<file path="src/rtl/arbitro_lectura_mux_pkg.sv">
// Shared constants for the register-bank read/write port arbiters.
// Sizes the read mux select and the register address fields.
package arbitro_pkg;
    localparam int unsigned MUX_SEL_W  = 5;
    localparam int unsigned REG_ADDR_W = 4;
    localparam int unsigned NUM_REGS   = 16;
endpackage

</file>
<file path="src/rtl/arbitro_lectura_mux_rr_prioridad.sv">
// Combinational round-robin priority search.
// Finds the first set req bit at or above puntero, wrapping M-1 -> 0.
module rr_prioridad #(
    parameter int unsigned M    = 4,
    parameter int unsigned ID_W = $clog2(M)
) (
    input  logic [M-1:0]    req,
    input  logic [ID_W-1:0] puntero,
    output logic            hay_ganador,
    output logic [ID_W-1:0] ganador
);
    logic [ID_W-1:0] cand;

    always_comb begin
        hay_ganador = 1'b0;
        ganador     = '0;
        cand        = '0;
        for (int unsigned i = 0; i < M; i++) begin
            cand = ID_W'((32'(puntero) + i) % M);
            if (!hay_ganador && req[cand]) begin
                hay_ganador = 1'b1;
                ganador     = cand;
            end
        end
    end
endmodule

</file>
<file path="src/rtl/arbitro_lectura_mux.sv">
// Round-robin arbiter for the shared 16:1 register read mux.
// Stage 1 grants and drives the mux select; stage 2 captures the mux output.
module arbitro_lectura_mux
    import arbitro_pkg::*;
#(
    parameter int unsigned N    = 16,
    parameter int unsigned M    = 4,
    parameter int unsigned ID_W = $clog2(M)
) (
    input  logic                    clk,
    input  logic                    rst_n,
    input  logic [M-1:0]            req,
    input  logic [REG_ADDR_W*M-1:0] dir,
    input  logic                    pausa,
    output logic [MUX_SEL_W-1:0]    selecm,
    input  logic [N-1:0]            q_in,
    output logic [M-1:0]            gnt,
    output logic [N-1:0]            dato_out,
    output logic                    valido,
    output logic [ID_W-1:0]         id_out
);
    logic [ID_W-1:0]       puntero_q, puntero_d;
    logic [M-1:0]          gnt_q, gnt_d;
    logic [REG_ADDR_W-1:0] sel_q, sel_d;
    logic [ID_W-1:0]       st1_id_q, st1_id_d;
    logic                  st1_v_q, st1_v_d;
    logic [N-1:0]          dato_q, dato_d;
    logic                  valido_q, valido_d;
    logic [ID_W-1:0]       id_q, id_d;

    logic                  hay_ganador;
    logic [ID_W-1:0]       ganador;
    logic [REG_ADDR_W-1:0] dir_ganador;

    rr_prioridad #(
        .M    (M),
        .ID_W (ID_W)
    ) u_prioridad (
        .req         (req),
        .puntero     (puntero_q),
        .hay_ganador (hay_ganador),
        .ganador     (ganador)
    );

    always_comb begin
        dir_ganador = '0;
        for (int unsigned i = 0; i < M; i++) begin
            if (ganador == ID_W'(i)) begin
                dir_ganador = dir[i*REG_ADDR_W +: REG_ADDR_W];
            end
        end

        gnt_d     = '0;
        st1_v_d   = 1'b0;
        st1_id_d  = st1_id_q;
        sel_d     = sel_q;
        puntero_d = puntero_q;
        if (hay_ganador && !pausa) begin
            gnt_d     = M'(1) << ganador;
            st1_v_d   = 1'b1;
            st1_id_d  = ganador;
            sel_d     = dir_ganador;
            puntero_d = (ganador == ID_W'(M - 1)) ? '0 : ganador + 1'b1;
        end

        // Capture stage: q_in reflects the select issued at the previous edge.
        valido_d = st1_v_q;
        dato_d   = dato_q;
        id_d     = id_q;
        if (st1_v_q) begin
            dato_d = q_in;
            id_d   = st1_id_q;
        end
    end

    always_ff @(posedge clk or negedge rst_n) begin
        if (!rst_n) begin
            puntero_q <= '0;
            gnt_q     <= '0;
            sel_q     <= '0;
            st1_id_q  <= '0;
            st1_v_q   <= 1'b0;
            dato_q    <= '0;
            valido_q  <= 1'b0;
            id_q      <= '0;
        end else begin
            puntero_q <= puntero_d;
            gnt_q     <= gnt_d;
            sel_q     <= sel_d;
            st1_id_q  <= st1_id_d;
            st1_v_q   <= st1_v_d;
            dato_q    <= dato_d;
            valido_q  <= valido_d;
            id_q      <= id_d;
        end
    end

    assign selecm   = {1'b0, sel_q};
    assign gnt      = gnt_q;
    assign dato_out = dato_q;
    assign valido   = valido_q;
    assign id_out   = id_q;
endmodule
</file>
<file path="config.mk">
export PLATFORM = sky130hd
export DESIGN_NAME = arbitro_lectura_mux
export DESIGN_NICKNAME = d
export VERILOG_FILES = /design/src/rtl/arbitro_lectura_mux_pkg.sv /design/src/rtl/arbitro_lectura_mux_rr_prioridad.sv /design/src/rtl/arbitro_lectura_mux.sv
export SDC_FILE = /design/constraint.sdc
export NUM_CORES = 1
export LEC_CHECK = 0
export CAP_MARGIN = 5
export CORE_UTILIZATION = 36
export CTS_CLUSTER_DIAMETER = 40
export DETAILED_ROUTE_END_ITERATION = 10
export GPL_TIMING_DRIVEN = 0
export PLACE_DENSITY = 0.69
export SLEW_MARGIN = 25
export SYNTH_ARGS = -nofsm -noshare
export SYNTH_HDL_FRONTEND = slang
export SYNTH_HIERARCHICAL = 1
export SYNTH_SLANG_ARGS = --single-unit
</file>
<file path="constraint.sdc">
create_clock -name clk -period 6.67 [get_ports clk]
set_clock_uncertainty 0.1 [all_clocks]
set_input_delay 0.667 -clock clk [delete_from_list [all_inputs] [get_ports clk]]
set_output_delay 0.667 -clock clk [all_outputs]
set_load 0.02 [all_outputs]
</file>
==> results.cfg <==
[outcome]
outcome = finished, final reports clean

[pwr]
powerDensity_nw_per_um2 = 335
leakage_uw = 0.000976
irDropWorstVdd_v = 0.000163

[layout]
ff_latch_area_um2 = 801
fillers = 315
multi_input_area_um2 = 548
layout-area-overhead-vs-synth_pct = 58.2
finalNetCount = 232
drive_above_1_share_pct = 21.1
layoutNonFillerInstCount = 238
antenna_cells = 0

[placement]
dp_cells = 230
io_buffers = 65
place.gp.congestion = 0.706
place_hpwl_um = 2370

[floorplanning]
die_area_um2 = 4230
ios = 67
rows = 22
chipWidth_um = 65
start_util_pct = 38.2
die_height_um = 65
core_um2 = 3740

[route]
vias = 1108
wl_met1_um = 1230
drt_iter0_drc = 31
drc = 0
ant_nets = 0
wl_met2_um = 1440
routed_wl_um = 3050
wl_met3_um = 332
vias_per_cell = 4.66
wl_per_cell_um = 12.8
routed.top_layer = met4
dr.pass1.iters = 4

[grt]
antenna_found_initial = 0
gr-total-overflow = 0
grt_usage_pct = 15.8
grt_max_degree = 33
grt_pass1_vias = 1113
grt_pass1_wl_um = 4950

[synthesis]
syn_area_per_cell_um2 = 12.2
synth-seq-area-share_pct = 56.0
ys_ff_latch = 32
syn_nets = 160
syn_area_um2 = 1430
synth_cells = 117
ys.warnings.count = 6
synth.distinct_cells = 23

[clock_network]
postCtsHoldBufs = 0
ctsLongestPathBuffers = 2
htree_levels = 2
cts_sinks = 32
cts_made_buffers = 5
cts-resized-gates = 0
root_buffer = clkbuf_8
cts_setup_buffers = 0
cts_tree = yes
clock_latency_ns = 0.27
cts.clk_slew.worst_paths_ns = 0.06

[timing]
period_minus_slack_ns = 2.88
finalMaxSlewViolations = 0
fin_setup_tns_ns = 0
worstMarginPinSlew_ns = 0.690
slew_headroom_pct = 54.0
finalHoldViolations = 0
max_freq_mhz = 348
rsz0062_at_grt = false
setup_viol = 0
finalCritPeriodShare_pct = 43.1

[hold_path]
hold_depth = 0
min_to = valido
min_from = st1_v_q
hp-class = reg -> reg

[setup_path]
worstPathBufferInverterCount = 4
rrSetupSlack_ns = 4.33
critical_path_class = in -> reg
worst_path_dominant_cell_family = compound AO/OA/AOI/OAI gates
slowest_delay_ns = 0.50
worst-path-max-fanout = 9
timing.rr.end = sel_q[1]
crit_required_ns = 6.77
end_kind = flip-flop
r2r_start = puntero_q[0]
cp-start-kind = input pin
path_cells = clkdlybuf4s50_1 > inv_1 > a221o_1 > a21oi_1 > inv_1 > ha_1 > buf_2 > a221o_1 > a31oi_2
worstPathArrival_ns = 2.97
cp_slowest_cell = clkdlybuf4s50_1
reg2reg_depth = 8

[flow_run]
max_cap_violations = 0
per-stage QoR:
stage	hold WS, ns	utilization, %	cell area (um2)	power (uW)	setup WS [ns]
after floorplan	0.249	-	1430	436	4.25
after global placement	0.257	57.2	2140	557	3.60
after detailed placement	0.264	57.0	2130	565	3.53
after CTS	0.278	60.4	2260	766	3.82
after global routing	0.312	60.4	2260	803	3.69
final	0.276	60.4	2260	757	3.79
sequential cells by signal, summed over array words and instances, names as in the netlist:
name       flops
dato_out      16
gnt            4
id_out         2
puntero_q      2
sel_q          4
st1_id_q       2
st1_v_q        1
valido         1
cell usage after synthesis:
| master | n | area share (%) |
|---|---|---|
| nand3b_1 | 4 | 2.1 |
| inv_2 | 1 | 0.26 |
| nor2b_1 | 1 | 0.44 |
| dfrtp_1 | 32 | 56 |
| a31oi_1 | 3 | 1.3 |
| nand2_1 | 4 | 1.1 |
| o21ai_0 | 1 | 0.35 |
| inv_1 | 10 | 2.6 |
| clkbuf_1 | 1 | 0.26 |
| buf_2 | 4 | 1.4 |
| buf_4 | 2 | 1.1 |
| mux2_2 | 22 | 17 |
| conb_1 | 1 | 0.26 |
| nand3_1 | 1 | 0.35 |
| ha_1 | 4 | 3.5 |
| a31oi_2 | 1 | 0.88 |
| a21oi_1 | 8 | 2.8 |
| nor2_1 | 6 | 1.6 |
| and2_2 | 1 | 0.53 |
| nand2b_1 | 1 | 0.44 |
| and2_1 | 3 | 1.3 |
| a221o_1 | 5 | 3.5 |
| o221ai_1 | 1 | 0.61 |
layout by cell type, fill, tap and decap left out, types with 5 or more instances in the layout:
master,Yosys,final
clkbuf_8,0,7
inv_1,10,10
a21oi_1,8,8
clkdlybuf4s50_1,0,64
buf_2,4,5
mux2_2,22,22
a221o_1,5,5
dfrtp_1,32,32
nor2_1,6,6
cells by family after synthesis:
| group | after synthesis | share of synthesized area [%] |
|---|---|---|
| compound gates | 19 | 9.46 |
| fa+ha+maj | 4 | 3.50 |
| buf+inv | 18 | 5.60 |
| flops | 32 | 56.0 |
| mux | 22 | 17.3 |
| other cells | 1 | 0.262 |
| simple gates | 21 | 7.79 |
where the power goes:
part / switching [uW] / total (uW) / internal [uW]
clock: 66.4 / 198 / 132
combinational: 137 / 290 / 153
sequential: 26.7 / 268 / 241
total: 231 / 757 / 526
final cells by class:
type | instances | share of cell area (%)
plain buffers | 7 | 1.72
clock buffers | 7 | 4.26
clock inverters | 1 | 1.33
inverters | 11 | 1.83
multi-input cells | 67 | 24.2
flip-flops and latches | 32 | 35.4
well taps | 48 | 2.66
repair buffers | 65 | 28.6
worst max-delay path by stage:
stage          startpoint       end  slack (ns)  cells past startpoint
4_1_cts            req[1]  sel_q[1]        3.82                      9
3_3_place_gp       req[1]  sel_q[1]        3.60                      9
6_report           req[1]  sel_q[1]        3.79                      9
5_1_grt            req[1]  sel_q[1]        3.69                      9
3_5_place_dp       req[1]  sel_q[1]        3.53                      9
2_1_floorplan      req[1]  sel_q[1]        4.25                      8
routing by layer:
layer	vias up	global-route usage [%]
met4	0	6.67
met5	-	0
met3	6	7.75
met2	62	26.7
li1	542	-
met1	498	16.6
Note: power is estimated with default switching activity, not from simulation.
